--- src/rtl/spill_gate_det.sv ---
// spill_gate_det: synchronises and debounces the raw beam-spill gate into start/skip/end
// pulses and measures spill length. Optional timeout feature: define SPILL_TIMEOUT_EN.
module spill_gate_det #(
    parameter int unsigned SYNC_STAGES = 2,
    parameter int unsigned LEN_W       = 24
`ifdef SPILL_TIMEOUT_EN
    ,
    parameter logic [LEN_W-1:0] MAX_LEN = '1
`endif
) (
    input  logic             clk,
    input  logic             system_rst,
    input  logic             in_spill_raw,
    input  logic             live_enabled,
    input  logic [7:0]       debounce_len,
    input  logic [15:0]      min_gap,
    output logic             in_spill,
    output logic             spill_start,
    output logic             spill_skip,
    output logic             spill_end,
    output logic [LEN_W-1:0] spill_len,
    output logic             spill_len_valid
`ifdef SPILL_TIMEOUT_EN
    ,
    output logic             spill_timeout
`endif
);

    typedef enum logic [2:0] {IDLE, ON_DB, SPILL, OFF_DB, GAP} state_t;

    state_t                 r_state, w_state_nxt;
    logic [SYNC_STAGES-1:0] r_sync;
    logic                   w_s_in;
    logic [7:0]             w_deb;
    logic [7:0]             r_db_cnt, w_db_nxt;
    logic [8:0]             w_db_inc;
    logic [LEN_W-1:0]       r_len_cnt, w_len_nxt, w_len_inc;
    logic [15:0]            r_gap_cnt, w_gap_nxt;
    logic [LEN_W-1:0]       r_spill_len, w_spill_len_nxt;
    logic                   r_start, w_start_nxt;
    logic                   r_skip, w_skip_nxt;
    logic                   r_end, w_end_nxt;
    logic                   w_accept, w_finish;
`ifdef SPILL_TIMEOUT_EN
    logic                   r_timeout, w_timeout_nxt;
    logic                   r_seen_low, w_seen_low_nxt;
`endif

    always_ff @(posedge clk or posedge system_rst) begin
        if (system_rst) r_sync <= '0;
        else            r_sync <= {r_sync[SYNC_STAGES-2:0], in_spill_raw};
    end

    assign w_s_in    = r_sync[SYNC_STAGES-1];
    assign w_deb     = (debounce_len == 8'd0) ? 8'd1 : debounce_len;
    assign w_db_inc  = {1'b0, r_db_cnt} + 9'd1;
    assign w_len_inc = (&r_len_cnt) ? r_len_cnt : r_len_cnt + LEN_W'(1);

    always_comb begin
        w_state_nxt     = r_state;
        w_db_nxt        = r_db_cnt;
        w_len_nxt       = r_len_cnt;
        w_gap_nxt       = r_gap_cnt;
        w_spill_len_nxt = r_spill_len;
        w_start_nxt     = 1'b0;
        w_skip_nxt      = 1'b0;
        w_end_nxt       = 1'b0;
        w_accept        = 1'b0;
        w_finish        = 1'b0;
`ifdef SPILL_TIMEOUT_EN
        w_timeout_nxt   = 1'b0;
        w_seen_low_nxt  = r_seen_low;
`endif
        case (r_state)
            IDLE: if (w_s_in) begin
                w_db_nxt = 8'd1;
                // A one-cycle debounce accepts straight from IDLE to keep latency = deb.
                if (w_deb == 8'd1) w_accept    = 1'b1;
                else               w_state_nxt = ON_DB;
            end
            ON_DB: begin
                if (!w_s_in) begin
                    w_state_nxt = IDLE;
                end else begin
                    w_db_nxt = w_db_inc[7:0];
                    if (w_db_inc >= {1'b0, w_deb}) w_accept = 1'b1;
                end
            end
            SPILL: begin
                w_len_nxt = w_len_inc;
                if (!w_s_in) begin
                    w_db_nxt = 8'd1;
                    if (w_deb == 8'd1) w_finish    = 1'b1;
                    else               w_state_nxt = OFF_DB;
                end
            end
            OFF_DB: begin
                w_len_nxt = w_len_inc;
                if (w_s_in) begin
                    w_state_nxt = SPILL;
                end else begin
                    w_db_nxt = w_db_inc[7:0];
                    if (w_db_inc >= {1'b0, w_deb}) w_finish = 1'b1;
                end
            end
            GAP: begin
`ifdef SPILL_TIMEOUT_EN
                if (!w_s_in) w_seen_low_nxt = 1'b1;
                if (r_gap_cnt >= min_gap) begin
                    if (r_seen_low || !w_s_in) w_state_nxt = IDLE;
                end else begin
                    w_gap_nxt = r_gap_cnt + 16'd1;
                end
`else
                if (r_gap_cnt >= min_gap) w_state_nxt = IDLE;
                else                      w_gap_nxt   = r_gap_cnt + 16'd1;
`endif
            end
            default: w_state_nxt = IDLE;
        endcase

        if (w_accept) begin
            w_state_nxt = SPILL;
            w_len_nxt   = LEN_W'(w_deb);
            w_start_nxt = live_enabled;
            w_skip_nxt  = ~live_enabled;
        end
        if (w_finish) begin
            w_state_nxt     = GAP;
            w_gap_nxt       = '0;
            w_end_nxt       = 1'b1;
            w_spill_len_nxt = w_len_inc - LEN_W'(w_deb);
`ifdef SPILL_TIMEOUT_EN
            w_seen_low_nxt  = 1'b1;
`endif
        end
`ifdef SPILL_TIMEOUT_EN
        // Timeout wins over a coincident normal end; GAP then waits for a low level.
        if ((r_state == SPILL || r_state == OFF_DB) && w_len_inc >= MAX_LEN) begin
            w_state_nxt     = GAP;
            w_gap_nxt       = '0;
            w_end_nxt       = 1'b1;
            w_timeout_nxt   = 1'b1;
            w_spill_len_nxt = MAX_LEN;
            w_seen_low_nxt  = 1'b0;
        end
`endif
    end

    always_ff @(posedge clk or posedge system_rst) begin
        if (system_rst) begin
            r_state     <= IDLE;
            r_db_cnt    <= '0;
            r_len_cnt   <= '0;
            r_gap_cnt   <= '0;
            r_spill_len <= '0;
            r_start     <= 1'b0;
            r_skip      <= 1'b0;
            r_end       <= 1'b0;
`ifdef SPILL_TIMEOUT_EN
            r_timeout   <= 1'b0;
            r_seen_low  <= 1'b0;
`endif
        end else begin
            r_state     <= w_state_nxt;
            r_db_cnt    <= w_db_nxt;
            r_len_cnt   <= w_len_nxt;
            r_gap_cnt   <= w_gap_nxt;
            r_spill_len <= w_spill_len_nxt;
            r_start     <= w_start_nxt;
            r_skip      <= w_skip_nxt;
            r_end       <= w_end_nxt;
`ifdef SPILL_TIMEOUT_EN
            r_timeout   <= w_timeout_nxt;
            r_seen_low  <= w_seen_low_nxt;
`endif
        end
    end

    assign in_spill        = (r_state == SPILL) || (r_state == OFF_DB);
    assign spill_start     = r_start;
    assign spill_skip      = r_skip;
    assign spill_end       = r_end;
    assign spill_len_valid = r_end;
    assign spill_len       = r_spill_len;
`ifdef SPILL_TIMEOUT_EN
    assign spill_timeout   = r_timeout;
`endif

endmodule

--- config.mk ---
export PLATFORM = sky130hd
export DESIGN_NAME = spill_gate_det
export DESIGN_NICKNAME = d
export VERILOG_FILES = /design/src/rtl/spill_gate_det.sv
export SDC_FILE = /design/constraint.sdc
export NUM_CORES = 1
export LEC_CHECK = 0
export ABC_AREA = 1
export BUFFER_PORTS_ARGS = -buffer_cell sky130_fd_sc_hd__clkbuf_2
export CORE_UTILIZATION = 35
export CTS_BUF_LIST = sky130_fd_sc_hd__clkbuf_8 sky130_fd_sc_hd__clkbuf_16
export CTS_CLUSTER_DIAMETER = 150
export DETAILED_ROUTE_END_ITERATION = 8
export HOLD_SLACK_MARGIN = 0.05
export PLACE_DENSITY = 0.63
export SKIP_LAST_GASP = 1
export SLEW_MARGIN = 10
export SYNTH_ARGS = -nofsm -noshare
export SYNTH_HDL_FRONTEND = slang
export SYNTH_SLANG_ARGS = --single-unit
--- constraint.sdc ---
create_clock -name clk -period 5.6 [get_ports clk]
set_input_delay 1.12 -clock clk [delete_from_list [all_inputs] [get_ports clk]]
set_output_delay 1.12 -clock clk [all_outputs]
set_load 0.02 [all_outputs]
==> results of run 1 <==
==> through the flow <==
step | total power, W | utilization (%) | hold WS (ps)
6_report | 0.00340 | 40.7 | 342
5_1_grt | 0.00370 | 40.7 | 364
4_1_cts | 0.00341 | 40.7 | 351
3_5_place_dp | 0.00275 | 38.8 | 337
3_3_place_gp | 0.00274 | 38.8 | 335
2_1_floorplan | 0.00230 | - | 331
==> cells in the mapped netlist (2+ instances only) <==
| cell | count | share of area [%] |
|---|---|---|
| nand2_1 | 201 | 13 |
| inv_1 | 120 | 7.6 |
| dfrtp_1 | 80 | 34 |
| nand3_1 | 79 | 6.6 |
| nor2_1 | 67 | 4.2 |
| a21oi_1 | 33 | 2.8 |
| ha_1 | 33 | 6.9 |
| o21ai_0 | 32 | 2.7 |
| nand2_2 | 25 | 2.6 |
| nor3_1 | 18 | 1.5 |
| o22ai_1 | 17 | 1.8 |
| xor2_1 | 16 | 2.4 |
| nand4_1 | 15 | 1.6 |
| nor2_2 | 15 | 1.6 |
| buf_2 | 8 | 0.67 |
| inv_2 | 8 | 0.50 |
| clkbuf_1 | 7 | 0.44 |
| nor2_4 | 7 | 1.3 |
| nand3_2 | 4 | 0.67 |
| o211ai_1 | 4 | 0.50 |
| o221ai_1 | 4 | 0.59 |
| xnor2_1 | 4 | 0.59 |
| a31oi_1 | 3 | 0.31 |
| nand2_4 | 3 | 0.57 |
| nor4_1 | 3 | 0.31 |
| o21ai_1 | 3 | 0.25 |
| and2_1 | 2 | 0.21 |
| buf_4 | 2 | 0.25 |
| clkinv_1 | 2 | 0.13 |
| nand3_4 | 2 | 0.59 |
| nor3_2 | 2 | 0.34 |
| o21a_1 | 2 | 0.25 |
| or2_2 | 2 | 0.21 |
| xor2_2 | 2 | 0.55 |
==> report_power, final <==
part | total, W | switching, W | leakage [nW] | internal [W]
Sequential | 0.000950 | 0.000185 | 1.03 | 0.000765
Combinational | 0.00181 | 0.00119 | 2.35 | 0.000620
Clock | 0.000641 | 0.000231 | 0.163 | 0.000410
Total | 0.00340 | 0.00161 | 3.55 | 0.00179
==> area by class of cell <==
type / instances / area, sq um / area share [%]
clock inverter: 4 / 68.8 / 1.02
multi-input combinational: 609 / 3360 / 49.8
timing repair buffer: 59 / 303 / 4.48
tap: 220 / 275 / 4.07
sequential: 80 / 2000 / 29.6
clock buffer: 11 / 253 / 3.74
inverter: 130 / 489 / 7.24
==> routing by layer <==
metal | track usage [%] | vias to the layer above | wire length (microns)
met5 | 0 | - | 0
met4 | 4.79 | 0 | 156
met3 | 2.57 | 11 | 537
met2 | 29.7 | 123 | 7020
met1 | 25.1 | 2499 | 7460
li1 | - | 2813 | -
==> registers in the layout, summed over array words and instances, names as in the netlist <==
signal / count
spill_len: 24
spill_start: 1
spill_end: 1
r_state: 3
r_len_cnt: 24
r_db_cnt: 8
r_sync: 2
spill_skip: 1
r_gap_cnt: 16
==> final timing paths <==
path                                         startpoint                         to  slack [ps]
worst max-delay path            r_db_cnt[0]$_DFFE_PP0P_   r_len_cnt[0]$_DFFE_PP0P_        2050
worst min-delay path                r_sync[0]$_DFF_PP0_        r_sync[1]$_DFF_PP0_         340
worst max register to register  r_db_cnt[0]$_DFFE_PP0P_   r_len_cnt[0]$_DFFE_PP0P_        2050
worst min register to register      r_sync[0]$_DFF_PP0_        r_sync[1]$_DFF_PP0_         340
max in group asynchronous                    system_rst  r_len_cnt[10]$_DFFE_PP0P_        3740
min in group asynchronous                    system_rst  spill_len[22]$_DFFE_PP0N_         850
==> logic make-up after synthesis <==
group                      Yosys count  share of synthesized area [%]
buffers and inverters              149                           9.99
xor gates and xnor gates            22                           3.48
adders and majority gates           34                           7.26
DFF                                 80                           33.6
AOI/OAI and AO/OA                  104                           9.99
and+or+nand+nor                    449                           35.7
==> out/qor.yml, run 1 <==
cp_num_buf_inv: 4
place.gp.congestion: 0.903
drive_gt1_share_pct: 16.5
hpwl_microns: 11700
reg2regPathDepth: 19
final_cell_mix: "nand2_1 (201), inv_1 (120), dfrtp_1 (80)"
cts_hold_buffers: 0
synth-async-reset-ratio_pct: 100
track_usage_pct: 18.2
mostFrequentLayoutCell: "nand2_1"
ant_nets: 0
yosys_register_bits: 80
fillCellCount: 1717
path_cells: "ha_1, nand2_1, nor2_2, inv_1, nor3_1, xor2_1, inv_1, ha_1, nand2_1, nand3b_1, nor3_1, nor2_1, nand3_1, nand2_1, buf_4, nand2_1, nor2_1, a211oi_1, inv_1"
cp.depth: 19
vias: 5446
critPathMaxFanout: 22
drv_slew: 0
place_inst: 1098
die_x_microns: 133
slew_headroom_pct: 43.9
ir_worst_vdd_uv: 189
cts_tree: "yes"
crit_family: "simple AND/OR/NAND/NOR gates"
wl_per_cell_microns: 13.6
status: "completed"
die_area_sq_um: 17600
critPathRequiredTime_ps: 5810
n_antenna_cell: 0
finClkSkew_ps: 8.88
clk_pin_slew_ps: 60
htreeDepth: 3
max_stage_delay_ps: 470
synth_flop_cell: "dfrtp_1"
clock.fmax_ghz: 0.282
tightest_slew_ps: 834
finalNonFillerCells: 1113
period_share_pct: 63.4
coreArea_sq_um: 16600
ios: 57
pre_cts_ws_ps: 1880
start_util_pct: 36.0
syn_nets: 900
grt_max_degree: 46
port_buffers: 56
die_h_microns: 133
yosysWarnings: 0
seq_area_frac_synth_pct: 33.6
hold_class: "reg2reg"
clock_path_buffers: 2
cts_root_buf: "clkbuf_16"
drtIter0Drc: 443
critPathSlowestCell: "nand2_1"
row_count: 47
max_cap_violations: 0
syn_area_per_cell_sq_um: 7.11
placed_cell_area_sq_um: 6430
cts_inserted_buffers: 9
grt_overflow: 0
drtPass1Iterations: 5
end_kind: "flop"
p_leak_nw: 3.55
grt_setup_unrepaired: "no"
whs_path_depth: 0
setup_violations: 0
drc: 0
crit_type: "reg2reg"
area_growth_pct: 13.3
cts-resized-gates: 0
clk_latency_ps: 340
cts_sinks: 80
fin_nets: 951
via_per_inst: 4.89
start_kind: "flop"
postCtsSetupRepairBufs: 0
antenna_found_initial: 0
cp_common_cell: "nand2_1"
netlist_instances: 838
final_area_sq_um: 6760
power-per-cell-area_nw_per_um2: 504
netlist_area_sq_um: 5960
synth_edf_count: 0
min_period_ps: 3550
finalHoldViolCount: 0
grt_first_pass_wirelength_microns: 25400
wirelength_microns: 15200
setup_tns_ps: 0
ys_types: 47
setup_slack_ps: 2050
grt_pass1_vias: 5106
cp.arrival_ps: 3760
Power figures use the tool's default switching activity.
==> inputs of run 2 (changes only) <==
- PLACE_DENSITY: 0.63 -> 0.65
- clock period: 5.6 -> 3.2 ns (I/O delays scaled with it)
==> run 2 against run 1 <==
  * Sequential power rose by 74%
  * Clock power is 64% higher
  * Via count rose by 2.1%
  * Design area up 3.6%
  * Non-clock buffer count up 23
  * Largest power group unchanged
  * Highest routed layer unchanged
==> out/qor.yml, run 2 (synthesized netlist as in run 1, its figures left out) <==
start_kind: "flop"  # unchanged
reg2regPathDepth: 18  # was 19
grt_overflow: 0  # unchanged
ios: 57  # unchanged
ir_worst_vdd_uv: 296  # was 189 uV
track_usage_pct: 18.1  # was 18.2%
antenna_found_initial: 0  # unchanged
grt.busiest_layer: "met2"  # unchanged
drc: 0  # unchanged
htreeDepth: 3  # unchanged
whs_path_depth: 0  # unchanged
setup_slack_ps: 255  # was 2050 ps
place.gp.congestion: 0.908  # was 0.903
die_x_microns: 133  # unchanged
min_period_ps: 2950  # was 3550 ps
hpwl_microns: 12100  # was 11700 microns
port_buffers: 56  # unchanged
max_cap_violations: 0  # unchanged
internal_power_w: 0.00313  # was 0.00179 W
row_count: 47  # unchanged
die_h_microns: 133  # unchanged
drtIter0Drc: 300  # was 443
grt_pass1_vias: 5239  # was 5106
critPathMaxFanout: 4  # was 22
gr-usage-met2_pct: 28.7  # was 29.7%
status: "completed"  # unchanged
end_kind: "flop"  # unchanged
cts_sinks: 80  # unchanged
n_antenna_cell: 0  # unchanged
cp.arrival_ps: 3180  # was 3760 ps
setup_tns_ps: 0  # unchanged
finClkSkew_ps: 4.30  # was 8.88 ps
via_per_inst: 4.89  # about the same
p_leak_nw: 3.67  # was 3.55 nW
slew_headroom_pct: 49.3  # was 43.9%
final_cell_mix: "nand2_1 (198), inv_1 (119), dfrtp_1 (80)"  # was nand2_1 (201), inv_1 (120), dfrtp_1 (80)
hold_class: "reg2reg"  # unchanged
grt_first_pass_wirelength_microns: 25500  # was 25400 microns
cts_inserted_buffers: 9  # unchanged
die_area_sq_um: 17600  # unchanged
p_clk_share_pct: 17.5  # was 18.9%
cts_root_buf: "clkbuf_16"  # unchanged
clk_latency_ps: 350  # was 340 ps
grt_max_degree: 42  # was 46
drv_slew: 0  # unchanged
grtUsageMet3_pct: 2.53  # was 2.57%
clock_path_buffers: 2  # unchanged
period_share_pct: 92.0  # was 63.4%
mostFrequentLayoutCell: "nand2_1"  # unchanged
utilization_pct: 42.2  # was 40.7%
power-per-cell-area_nw_per_um2: 856  # was 504 nW/um^2
setup_violations: 0  # unchanged
seq_power_share_pct: 27.5  # was 27.9%
drive_gt1_share_pct: 19.7  # was 16.5%
vias: 5558  # was 5446
crit_type: "reg2reg"  # unchanged
cts_tree: "yes"  # unchanged
finalHoldViolCount: 0  # unchanged
area_growth_pct: 17.4  # was 13.3%
coreArea_sq_um: 16600  # unchanged
switchingPower_w: 0.00285  # was 0.00161 W
grtUsageMet1_pct: 24.3  # was 25.1%
critPathRequiredTime_ps: 3440  # was 5810 ps
clock.fmax_ghz: 0.340  # was 0.282 GHz
clk_pin_slew_ps: 60  # about the same
multiInputGateArea_sq_um: 3410  # was 3360 sq um
tightest_slew_ps: 754  # was 834 ps
start_util_pct: 36.0  # unchanged
ant_nets: 0  # unchanged
fillCellCount: 1683  # was 1717
p_sw_share_pct: 47.7  # was 47.2%
wl_per_cell_microns: 13.5  # was 13.6 microns
pre_cts_ws_ps: 78.8  # was 1880 ps
cts_hold_buffers: 0  # unchanged
fin_nets: 975  # was 951
wirelength_microns: 15300  # was 15200 microns
grt_setup_unrepaired: "no"  # unchanged
drtPass1Iterations: 5  # unchanged
regArea_sq_um: 2000  # unchanged
comb_power_share_pct: 55.0  # was 53.2%
## run 2: area by class of cell
class	instances	area share [%]
Inverter	130	6.99
Sequential cell	80	28.6
Timing Repair Buffer	82	7.44
Tap cell	220	3.93
Clock buffer	10	3.42
Multi-Input combinational cell	610	48.8
Clock inverter	5	0.823
## run 2: stage by stage
step           instance area, sq um  power (W)  hold slack [ps]  std cells
3_5_place_dp                   6590    0.00489              340       1114
3_3_place_gp                   6590    0.00485              333       1114
6_report                       7000    0.00599              351       1137
2_1_floorplan                  5960    0.00402              331        838
5_1_grt                        7000    0.00651              366       1137
4_1_cts                        6890    0.00595              356       1129
## run 2: timing repair
item / 4_1_cts / 5_1_grt
setup endpoints to repair: 0 / 62
resized for setup: 0 / 14
setup buffers: 0 / 7
## run 2: worst max-delay path: stages, from the launching register on
cell     delay, ps
dfrtp_1        360
ha_1           190
inv_2           50
nor2_4         160
nand3_1        140
nor2_2         130
nand4_1        120
buf_4          170
nand3_1         60
o21ai_0        140
inv_1          110
ha_1           270
a21oi_1        230
o21a_1         150
nand2_2         80
a21oi_2        210
nand3_1        100
nand3_1        110
nand2_1         60
## run 2: final timing paths
path | start | end | slack, ps
worst max-delay path | r_len_cnt[1]$_DFFE_PP0P_ | spill_len[19]$_DFFE_PP0N_ | 250
worst min-delay path | r_sync[0]$_DFF_PP0_ | r_sync[1]$_DFF_PP0_ | 350
worst max register to register | r_len_cnt[1]$_DFFE_PP0P_ | spill_len[19]$_DFFE_PP0N_ | 250
worst min register to register | r_sync[0]$_DFF_PP0_ | r_sync[1]$_DFF_PP0_ | 350
max in group asynchronous | system_rst | r_db_cnt[1]$_DFFE_PP0P_ | 2170
min in group asynchronous | system_rst | spill_len[21]$_DFFE_PP0N_ | 380
## run 2: per-layer routing
layer / wire [microns] / share of wire, %
met3: 674 / 4.4
met5: 0 / 0
met2: 6830 / 45
met1: 7400 / 48
met4: 416 / 2.7
## run 2: power groups by stage
stage	Clock, W	Combinational, W	Sequential (W)
floorplan	0	0.00230	0.00172
global placement	0	0.00320	0.00166
detailed placement	0	0.00323	0.00166
CTS	0.00107	0.00324	0.00164
global route	0.00111	0.00372	0.00169
finish	0.00105	0.00329	0.00165
==> inputs of run 3 (changes only) <==
- CORE_ASPECT_RATIO: default -> 2
- CORE_MARGIN: default -> 1
==> run 3 against run 2 <==
  * Maximum frequency fell by 0.97%
  * Worst hold slack improved by 3.7 ps
  * Worst setup slack got worse by 29 ps
  * Global-route usage rose by 1.5 points
  * Non-clock buffer count fell by 3
  * Sequential share of layout area fell by 0.28 points
  * Critical path depth did not move
  * Largest cell class unchanged
==> out/qor.yml, run 3 (synthesized netlist as in run 1, its figures left out) <==
min_period_ps: 2970  # was 2950 ps
vias: 5706  # was 5558
wirelength_microns: 16900  # was 15300 microns
p_total_w: 0.00621  # was 0.00599 W
drive_gt1_share_pct: 19.8  # was 19.7%
hold_class: "reg2reg"  # unchanged
grt_pass1_vias: 5575  # was 5239
via_per_inst: 5.10  # was 4.89
critPathMaxFanout: 6  # was 4
critPathSlowestCell: "dfrtp_1"  # unchanged
end_kind: "flop"  # unchanged
drtPass1Iterations: 5  # unchanged
whs_ps: 355  # was 351 ps
cts_root_buf: "clkbuf_16"  # unchanged
area_growth_pct: 18.5  # was 17.4%
row_count: 67  # was 47
critPathRequiredTime_ps: 3430  # was 3440 ps
cp.arrival_ps: 3210  # was 3180 ps
pre_cts_ws_ps: 98.0  # was 78.8 ps
track_usage_pct: 19.6  # was 18.1%
wl_per_cell_microns: 15.1  # was 13.5 microns
drv_slew: 0  # unchanged
cp_num_buf_inv: 3  # unchanged
drtIter0Drc: 321  # was 300
max_cap_violations: 0  # unchanged
clock.fmax_ghz: 0.336  # was 0.340 GHz
coreArea_sq_um: 16700  # was 16600 sq um
n_antenna_cell: 0  # unchanged
clock_path_buffers: 2  # unchanged
setup_tns_ps: 0  # unchanged
path_cells: "ha_2, inv_2, nor2_4, nand3_2, nor2_2, nand4_1, buf_4, nand3_1, o21ai_0, inv_1, ha_2, a21oi_2, o21a_1, nand2_2, nand2_1, nand4_1, nand3_1, nand2_1"  # was ha_1, inv_2, nor2_4, nand3_1, nor2_2, nand4_1, buf_4, nand3_1, o21ai_0, inv_1, ha_1, a21oi_1, o21a_1, nand2_2, a21oi_2, nand3_1, nand3_1, nand2_1
antenna_found_initial: 0  # unchanged
power-per-cell-area_nw_per_um2: 879  # was 856 nW/um^2
ios: 57  # unchanged
start_kind: "flop"  # unchanged
slew_headroom_pct: 47.2  # was 49.3%
finalHoldViolCount: 0  # unchanged
fillCellCount: 1706  # was 1683
htreeDepth: 3  # unchanged
hpwl_microns: 13200  # was 12100 microns
max_stage_delay_ps: 390  # was 360 ps
setup_slack_ps: 226  # was 255 ps
die_area_sq_um: 17600  # about the same
grt_first_pass_wirelength_microns: 26700  # was 25500 microns
tightest_slew_ps: 792  # was 754 ps
grt_max_degree: 43  # was 42
cts_inserted_buffers: 9  # unchanged
crit_type: "reg2reg"  # unchanged
die_x_microns: 94.3  # was 133 microns
period_share_pct: 92.9  # was 92.0%
crit_family: "simple AND/OR/NAND/NOR gates"  # unchanged
status: "completed"  # unchanged
ir_worst_vdd_uv: 304  # was 296 uV
mostFrequentLayoutCell: "nand2_1"  # unchanged
cts_tree: "yes"  # unchanged
start_util_pct: 35.7  # was 36.0%
p_leak_nw: 3.69  # was 3.67 nW
cts_hold_buffers: 0  # unchanged
clk_pin_slew_ps: 60  # about the same
final_cell_mix: "nand2_1 (198), inv_1 (120), dfrtp_1 (80)"  # was nand2_1 (198), inv_1 (119), dfrtp_1 (80)
setup_violations: 0  # unchanged
finClkSkew_ps: 4.96  # was 4.30 ps
ant_nets: 0  # unchanged
port_buffers: 56  # unchanged
cts_sinks: 80  # unchanged
placed_cell_area_sq_um: 6560  # was 6590 sq um
fin_nets: 971  # was 975
place.gp.congestion: 0.995  # was 0.908
grt_overflow: 0  # unchanged
drc: 0  # unchanged
clk_latency_ps: 350  # about the same
die_h_microns: 187  # was 133 microns
final_area_sq_um: 7070  # was 7000 sq um
run 3: area by class of cell:
| class | count | area [sq um] | area share [%] |
|---|---|---|---|
| Timing Repair Buffer | 79 | 542 | 7.67 |
| Inverter | 130 | 489 | 6.92 |
| Multi-Input combinational cell | 609 | 3450 | 48.8 |
| Clock inverter | 5 | 98.8 | 1.40 |
| Tap cell | 207 | 259 | 3.67 |
| Sequential cell | 80 | 2000 | 28.3 |
| Clock buffer | 9 | 225 | 3.19 |
run 3: metal layers:
metal  vias up  global-route usage (%)  share of wire [%]
met5         -                       0                  0
met4         0                    10.8                5.0
met3        53                    2.24                2.4
met2       120                    37.0                 56
met1      2670                    19.9                 37
li1       2863                       -                  -
run 3: through the flow:
step / cells / util (%)
floorplan: 838 / -
global placement: 1097 / 39.3
detailed placement: 1097 / 39.3
CTS: 1111 / 41.3
global route: 1119 / 42.4
finish: 1119 / 42.4
run 3: path summary, 6_finish.rpt:
path                                          startpoint                   endpoint  slack, ps  cells after the start
worst min register to register       r_sync[0]$_DFF_PP0_        r_sync[1]$_DFF_PP0_        350                      0
worst max register to register  r_len_cnt[1]$_DFFE_PP0P_  spill_len[23]$_DFFE_PP0N_        230                     18
min in group asynchronous                     system_rst   spill_len[2]$_DFFE_PP0N_        390                      2
worst max-delay path            r_len_cnt[1]$_DFFE_PP0P_  spill_len[23]$_DFFE_PP0N_        230                     18
max in group asynchronous                     system_rst  spill_len[22]$_DFFE_PP0N_       2130                      3
worst min-delay path                 r_sync[0]$_DFF_PP0_        r_sync[1]$_DFF_PP0_        350                      0
run 3: where the power goes:
group | leakage (nW) | switching, W | total (W) | internal (W)
clock network | 0.163 | 0.000420 | 0.00117 | 0.000750
logic | 2.50 | 0.00221 | 0.00339 | 0.00119
registers | 1.03 | 0.000308 | 0.00165 | 0.00134
run 3: timing repair:
action | 4_1_cts | 5_1_grt
endpoints found under the setup margin | 0 | 59
endpoints found under the hold margin | 0 | 0
setup buffers | 0 | 6
gates resized for setup | 0 | 22
